**src/rtl/dft135_pkg.sv**
```systemverilog
// Shared types and helpers for the 135-point DFT datapath.
package dft135_pkg;

    localparam int N_DFT   = 135;
    localparam int TW_W    = 18;
    localparam int TW_FRAC = 10;

    typedef struct packed {
        logic signed [TW_W-1:0] re;
        logic signed [TW_W-1:0] im;
    } cplx_t;

    // Round half up by 2^frac, then clamp to a dw-bit signed range.
    function automatic logic signed [63:0] round_sat(
        input  logic signed [63:0] x,
        input  int                 dw,
        input  int                 frac,
        output logic               sat
    );
        logic signed [63:0] r;
        logic signed [63:0] max_v;
        logic signed [63:0] min_v;
        r     = (x + (64'sd1 <<< (frac - 1))) >>> frac;
        max_v = (64'sd1 <<< (dw - 1)) - 64'sd1;
        min_v = -(64'sd1 <<< (dw - 1));
        sat   = 1'b0;
        if (r > max_v) begin
            r   = max_v;
            sat = 1'b1;
        end else if (r < min_v) begin
            r   = min_v;
            sat = 1'b1;
        end
        return r;
    endfunction

endpackage

```
**src/rtl/twiddle_mult_stage_cmult_pipe.sv**
```systemverilog
// Three-stage complex multiplier: input register, partial products, round/saturate.
module cmult_pipe
    import dft135_pkg::cplx_t, dft135_pkg::round_sat, dft135_pkg::TW_W;
#(
    parameter int DW      = 18,
    parameter int TW_FRAC = 10
) (
    input  logic                 clk,
    input  logic                 rst,
    input  logic                 in_valid_i,
    input  logic                 in_sof_i,
    input  logic                 in_last_i,
    input  logic                 sat_clr_i,
    input  logic signed [DW-1:0] in_re_i,
    input  logic signed [DW-1:0] in_im_i,
    input  cplx_t                tw_i,
    output logic                 out_valid_o,
    output logic                 out_sof_o,
    output logic                 out_last_o,
    output logic signed [DW-1:0] out_re_o,
    output logic signed [DW-1:0] out_im_o,
    output logic                 sat_flag_o
);
    localparam int PW = DW + TW_W;
    localparam int SW = PW + 1;

    logic                 v1_q, sof1_q, last1_q;
    logic signed [DW-1:0] a_re_q, a_im_q;
    logic                 v2_q, sof2_q, last2_q;
    logic signed [PW-1:0] pp_rr_q, pp_ii_q, pp_ri_q, pp_ir_q;
    logic signed [PW-1:0] pp_rr_d, pp_ii_d, pp_ri_d, pp_ir_d;
    logic signed [SW-1:0] sum_re, sum_im;
    logic signed [DW-1:0] out_re_d, out_im_d;
    logic                 sat_re, sat_im;
    logic                 out_valid_q, out_sof_q, out_last_q, sat_q;
    logic signed [DW-1:0] out_re_q, out_im_q;

    // The twiddle arrives combinationally from the ROM while stage 1 holds the sample.
    assign pp_rr_d = $signed({{TW_W{a_re_q[DW-1]}}, a_re_q}) * $signed({{DW{tw_i.re[TW_W-1]}}, tw_i.re});
    assign pp_ii_d = $signed({{TW_W{a_im_q[DW-1]}}, a_im_q}) * $signed({{DW{tw_i.im[TW_W-1]}}, tw_i.im});
    assign pp_ri_d = $signed({{TW_W{a_re_q[DW-1]}}, a_re_q}) * $signed({{DW{tw_i.im[TW_W-1]}}, tw_i.im});
    assign pp_ir_d = $signed({{TW_W{a_im_q[DW-1]}}, a_im_q}) * $signed({{DW{tw_i.re[TW_W-1]}}, tw_i.re});

    assign sum_re = {pp_rr_q[PW-1], pp_rr_q} - {pp_ii_q[PW-1], pp_ii_q};
    assign sum_im = {pp_ri_q[PW-1], pp_ri_q} + {pp_ir_q[PW-1], pp_ir_q};

    always_comb begin
        sat_re   = 1'b0;
        sat_im   = 1'b0;
        out_re_d = DW'(round_sat({{(64-SW){sum_re[SW-1]}}, sum_re}, DW, TW_FRAC, sat_re));
        out_im_d = DW'(round_sat({{(64-SW){sum_im[SW-1]}}, sum_im}, DW, TW_FRAC, sat_im));
    end

    always_ff @(posedge clk or posedge rst) begin
        if (rst) begin
            v1_q        <= 1'b0;
            sof1_q      <= 1'b0;
            last1_q     <= 1'b0;
            a_re_q      <= '0;
            a_im_q      <= '0;
            v2_q        <= 1'b0;
            sof2_q      <= 1'b0;
            last2_q     <= 1'b0;
            pp_rr_q     <= '0;
            pp_ii_q     <= '0;
            pp_ri_q     <= '0;
            pp_ir_q     <= '0;
            out_valid_q <= 1'b0;
            out_sof_q   <= 1'b0;
            out_last_q  <= 1'b0;
            out_re_q    <= '0;
            out_im_q    <= '0;
            sat_q       <= 1'b0;
        end else begin
            v1_q    <= in_valid_i;
            sof1_q  <= in_valid_i & in_sof_i;
            last1_q <= in_valid_i & in_last_i;
            if (in_valid_i) begin
                a_re_q <= in_re_i;
                a_im_q <= in_im_i;
            end
            v2_q    <= v1_q;
            sof2_q  <= sof1_q;
            last2_q <= last1_q;
            pp_rr_q <= pp_rr_d;
            pp_ii_q <= pp_ii_d;
            pp_ri_q <= pp_ri_d;
            pp_ir_q <= pp_ir_d;
            out_valid_q <= v2_q;
            out_sof_q   <= sof2_q;
            out_last_q  <= last2_q;
            if (v2_q) begin
                out_re_q <= out_re_d;
                out_im_q <= out_im_d;
            end
            // A saturating sample leaving the pipe outranks a same-cycle frame start.
            if (v2_q && (sat_re || sat_im)) begin
                sat_q <= 1'b1;
            end else if (sat_clr_i) begin
                sat_q <= 1'b0;
            end
        end
    end

    assign out_valid_o = out_valid_q;
    assign out_sof_o   = out_sof_q;
    assign out_last_o  = out_last_q;
    assign out_re_o    = out_re_q;
    assign out_im_o    = out_im_q;
    assign sat_flag_o  = sat_q;

endmodule

```
**src/rtl/twiddle_mult_stage.sv**
```systemverilog
// Inter-stage twiddle multiplier: row/column tracking, twiddle ROM addressing and the multiply pipe.
module twiddle_mult_stage
    import dft135_pkg::cplx_t;
#(
    parameter int DW      = 18,
    parameter int TW_FRAC = 10,
    parameter int R       = 5,
    parameter int C       = 27
) (
    input  logic                 clk,
    input  logic                 rst,
    input  logic                 din_valid,
    input  logic                 din_sof,
    input  logic signed [DW-1:0] din_re,
    input  logic signed [DW-1:0] din_im,
    output logic [10:0]          tw_addr,
    input  logic signed [17:0]   tw_re,
    input  logic signed [17:0]   tw_im,
    output logic                 dout_valid,
    output logic                 dout_sof,
    output logic                 dout_last,
    output logic signed [DW-1:0] dout_re,
    output logic signed [DW-1:0] dout_im,
    output logic                 sat_flag
);
    localparam int CW = $clog2(C);
    localparam int RW = $clog2(R);
    localparam int AW = $clog2((R - 1) * (C - 1) + 1);
    localparam logic [CW-1:0] C_LAST  = CW'(C - 1);
    localparam logic [RW-1:0] R_LAST  = RW'(R - 1);
    localparam logic [AW-1:0] ACC_MAX = AW'((R - 1) * (C - 1));

    logic [CW-1:0] c_q, c_d, cur_c;
    logic [RW-1:0] r_q, r_d, cur_r;
    logic [AW-1:0] acc_q, acc_d, cur_acc;
    logic [10:0]   tw_addr_q;
    logic          is_first, is_last;
    cplx_t         tw_s;

    // acc tracks r*c incrementally, so the address needs neither a multiplier nor a modulo.
    always_comb begin
        cur_c   = din_sof ? '0 : c_q;
        cur_r   = din_sof ? '0 : r_q;
        cur_acc = din_sof ? '0 : acc_q;
        c_d     = c_q;
        r_d     = r_q;
        acc_d   = acc_q;
        if (din_valid) begin
            if (cur_c == C_LAST) begin
                c_d   = '0;
                acc_d = '0;
                r_d   = (cur_r == R_LAST) ? '0 : cur_r + RW'(1);
            end else begin
                c_d   = cur_c + CW'(1);
                acc_d = cur_acc + {{(AW-RW){1'b0}}, cur_r};
                r_d   = cur_r;
            end
        end
    end

    assign is_first = (cur_c == '0) && (cur_r == '0);
    assign is_last  = (cur_c == C_LAST) && (cur_r == R_LAST);

    always_ff @(posedge clk or posedge rst) begin
        if (rst) begin
            c_q       <= '0;
            r_q       <= '0;
            acc_q     <= '0;
            tw_addr_q <= '0;
        end else begin
            c_q   <= c_d;
            r_q   <= r_d;
            acc_q <= acc_d;
            if (din_valid) begin
                tw_addr_q <= {{(11-AW){1'b0}}, cur_acc};
            end
        end
    end

    assert property (@(posedge clk) disable iff (rst) acc_q <= ACC_MAX);

    assign tw_addr = tw_addr_q;
    assign tw_s.re = tw_re;
    assign tw_s.im = tw_im;

    cmult_pipe #(
        .DW      (DW),
        .TW_FRAC (TW_FRAC)
    ) u_cmult (
        .clk         (clk),
        .rst         (rst),
        .in_valid_i  (din_valid),
        .in_sof_i    (is_first),
        .in_last_i   (is_last),
        .sat_clr_i   (din_valid & din_sof),
        .in_re_i     (din_re),
        .in_im_i     (din_im),
        .tw_i        (tw_s),
        .out_valid_o (dout_valid),
        .out_sof_o   (dout_sof),
        .out_last_o  (dout_last),
        .out_re_o    (dout_re),
        .out_im_o    (dout_im),
        .sat_flag_o  (sat_flag)
    );

endmodule
```
**config.mk**
```make
export PLATFORM = sky130hd
export DESIGN_NAME = twiddle_mult_stage
export DESIGN_NICKNAME = d
export VERILOG_FILES = /design/src/rtl/dft135_pkg.sv /design/src/rtl/twiddle_mult_stage_cmult_pipe.sv /design/src/rtl/twiddle_mult_stage.sv
export SDC_FILE = /design/constraint.sdc
export NUM_CORES = 2
export LEC_CHECK = 0
export BUFFER_PORTS_ARGS = -buffer_cell sky130_fd_sc_hd__buf_2
export CELL_PAD_IN_SITES_DETAIL_PLACEMENT = 1
export CELL_PAD_IN_SITES_GLOBAL_PLACEMENT = 1
export CORE_ASPECT_RATIO = 2
export CORE_UTILIZATION = 40
export CTS_BUF_LIST = sky130_fd_sc_hd__clkbuf_8
export CTS_CLUSTER_SIZE = 16
export DETAILED_ROUTE_END_ITERATION = 8
export PLACE_DENSITY = 0.72
export SKIP_LAST_GASP = 1
export SLEW_MARGIN = 10
export SYNTH_ARGS = -nofsm -noshare
export SYNTH_HDL_FRONTEND = slang
export SYNTH_SLANG_ARGS = --single-unit
```
**constraint.sdc**
```tcl
create_clock -name clk -period 7.7 [get_ports clk]
set_input_delay 0.385 -clock clk [delete_from_list [all_inputs] [get_ports clk]]
set_output_delay 0.385 -clock clk [all_outputs]
set_load 0.02 [all_outputs]
```
==> flow_metrics.tcl <==
set metrics [dict create \
    seq_area_um2 6210 \
    fin_crit_sh 0.940 \
    drive_gt1_frac 0.0650 \
    grt_pass1_vias 52600 \
    synthTopCellsByArea "fa_1 44%, ha_1 11%, dfrtp_1 10%" \
    area_growth_pct 7.25 \
    synthFlopType "dfrtp_1" \
    drv_cap 0 \
    clk_pin_slew_ns 0.07 \
    timing.final.ws_setup_ns 0.460 \
    rsz0062_at_grt "false" \
    synth_largest_area_cell "fa_1" \
    place_congestion 0.884 \
    slowest_stage "dfrtp_1" \
    fp.dieW_um 277 \
    finalMaxSlewViolations 0 \
    crit_chain "and2_1, fa_1, inv_1, fa_1, fa_1, inv_1, fa_1, fa_1, inv_1, fa_1, inv_1, ha_1, a21o_1, a21o_1, a21o_1, or3_1, o211ai_1, a311oi_1, o31ai_1, buf_4, a21oi_1, a21o_1, a21boi_1, xnor2_1" \
    cts.sinks 248 \
    ys_types 85 \
    antenna_found_initial 9 \
    fin_nets 8434 \
    netlist_area_um2 60500 \
    setup_viol 0 \
    instances_no_fill 8491 \
    hold_class "in2reg" \
    drt-wirelength-per-cell_um 21.8 \
    top_layer "met5" \
    required_ns 8.33 \
    die_area_um2 153000 \
    die_h_um 552 \
    critPathKind "reg2reg" \
    critPathMaxStageDelay_ns 0.83 \
    status "complete, no violations" \
    track_usage 0.252 \
    via_per_inst 5.17 \
    synth-edff-count 0 \
    period_needed_ns 7.24 \
    avgSynthCellArea_um2 9.34 \
    start_util 0.403 \
    fmax_ghz 0.138 \
    dr.pass1.iters 5 \
    htree_levels 2 \
    tightest_slew_ns 1.00 \
    layout_commonest_cell "inv_1" \
    slew_headroom 0.330 \
    grt_max_degree 138 \
    synthArstFlopShare 1.00 \
    cts_root_buf "clkbuf_8" \
    wl_met1_mm 61.5 \
    postRouteAntennaNets 0 \
    path_common_cell "fa_1" \
    crit_arrival_ns 7.87 \
    ys_seq_area_frac 0.103 \
    worstSetupStartpointType "flop" \
    critPathCaptureType "flop" \
    pre_cts_ws_ns 0.390 \
    cts_buffer_depth 3 \
    port_buffers 122 \
    fp.coreArea_um2 150000 \
    wirelength_mm 185 \
    drc 0 \
    n_fill_cell 17200 \
    skew_ns 0.0528 \
    place_hpwl_mm 155 \
    multiInputGateArea_um2 47300 \
    wl_met3_mm 5.73 \
    ys_ff_latch 248 \
    yosys_warnings 0 \
    synthesis.instances 6479 \
    place_inst 8369 \
    yosys.area.top_type_share 0.436 \
    wl_met2_mm 101 \
    rows 201 \
    clk-insertion-delay-late_ns 0.74 \
    setup-tns-final_ns 0 \
    numCtsBuffers 45 \
    worstPathMaxFanout 17 \
    hold_ws_ns 0.0537 \
    drt_iter0_drc 1893 \
    grt_pass1_wl_mm 294 \
    hold_viol 0 \
    num_io_pins 127 \
    overflow 0 \
    num_vias 43900 \
    cts_tree "yes" \
    post_cts_buffers 0 \
    layout_common_cells "1,557 x inv_1, 1,317 x fa_1, 710 x nand2_1" \
]
[critical path: cells and delay by family, from the launching register on]
| kind | cells | cell delay, ns |
|---|---|---|
| XOR/XNOR | 1 | 0.14 |
| adder cells (fa/ha/maj) | 7 | 3.25 |
| buffers and inverters | 5 | 0.43 |
| AND/OR/NAND/NOR | 2 | 0.61 |
| flip-flops | 1 | 0.83 |
| AO/OA/AOI/OAI | 9 | 1.88 |
[metrics by stage]
stage	instance area [µm²]	utilization
floorplan	60600	-
global placement	63600	0.424
detailed placement	63600	0.424
CTS	64900	0.432
global route	64900	0.432
finish	64900	0.432
[routing by layer]
metal / vias up / GRT usage
met3: 516 / 0.0264
met4: 4 / 0.195
met1: 23300 / 0.250
met2: 917 / 0.477
met5: - / 0
li1: 19200 / -
[worst paths after layout]
check	start	to	slack (ns)	cells after the start
max	u_cmult.a_re_q[7]	u_cmult.pp_rr_q[33]	0.46	24
min	din_im[12]	u_cmult.a_im_q[12]	0.05	2
max reg2reg	u_cmult.a_re_q[7]	u_cmult.pp_rr_q[33]	0.46	24
min reg2reg	u_cmult.last2_q	u_cmult.out_last_o	0.33	0
max in group asynchronous	rst	u_cmult.pp_ii_q[19]	5.74	4
min in group asynchronous	rst	u_cmult.out_im_o[1]	0.37	3
[registers in the layout, indices dropped and copies added (netlist names), 3 cells and up]
register and cells:
acc_q 7, c_q 5, r_q 3, tw_addr 7, u_cmult.a_im_q 18, u_cmult.a_re_q 18
u_cmult.out_im_o 18, u_cmult.out_re_o 18, u_cmult.pp_ii_q 36, u_cmult.pp_ir_q 36, u_cmult.pp_ri_q 36, u_cmult.pp_rr_q 36
[Yosys cell counts, drive strengths merged, types with 15 or more instances]
library cell	number
a21o	62
o21bai	15
o21ai	94
nor2	201
nor2b	29
mux2	41
ha	520
buf	15
a31oi	34
o21a	25
and2	663
fa	1317
o211ai	20
clkbuf	294
nand2b	47
a21oi	163
nand4	19
and3	19
nand3	35
nand2	710
xor2	43
inv	1551
dfrtp	248
xnor2	145
nor3	29
[cell type report]
cell class,instances,share of cell area
antenna,5,0.000193
clock buffer,54,0.0114
clock inverter,30,0.00358
inverter,1551,0.0898
multi-input combinational,4374,0.729
sequential,248,0.0957
tap,1928,0.0372
timing repair buffer,301,0.0333
[cells by family (layout without fill, tap and decap cells)]
group	after synthesis	count (layout)	share of synthesized area
muxes	49	49	0.00895
adders and majority gates	1837	1837	0.543
and+or+nand+nor	1795	1795	0.147
other	1	9	0.0000619
DFF	248	248	0.103
AOI/OAI and AO/OA	501	501	0.0551
xor gates and xnor gates	188	188	0.0272
buffers and inverters	1860	1936	0.116
[repair_timing]
action,in CTS,in global routing
hold buffers,33,0
endpoints found under the hold margin,143,0
gates resized for setup,0,3
setup endpoints to repair,0,4
Power is not shown: default switching activity piles up to over one toggle a cycle in this logic, so the estimate is an artifact.
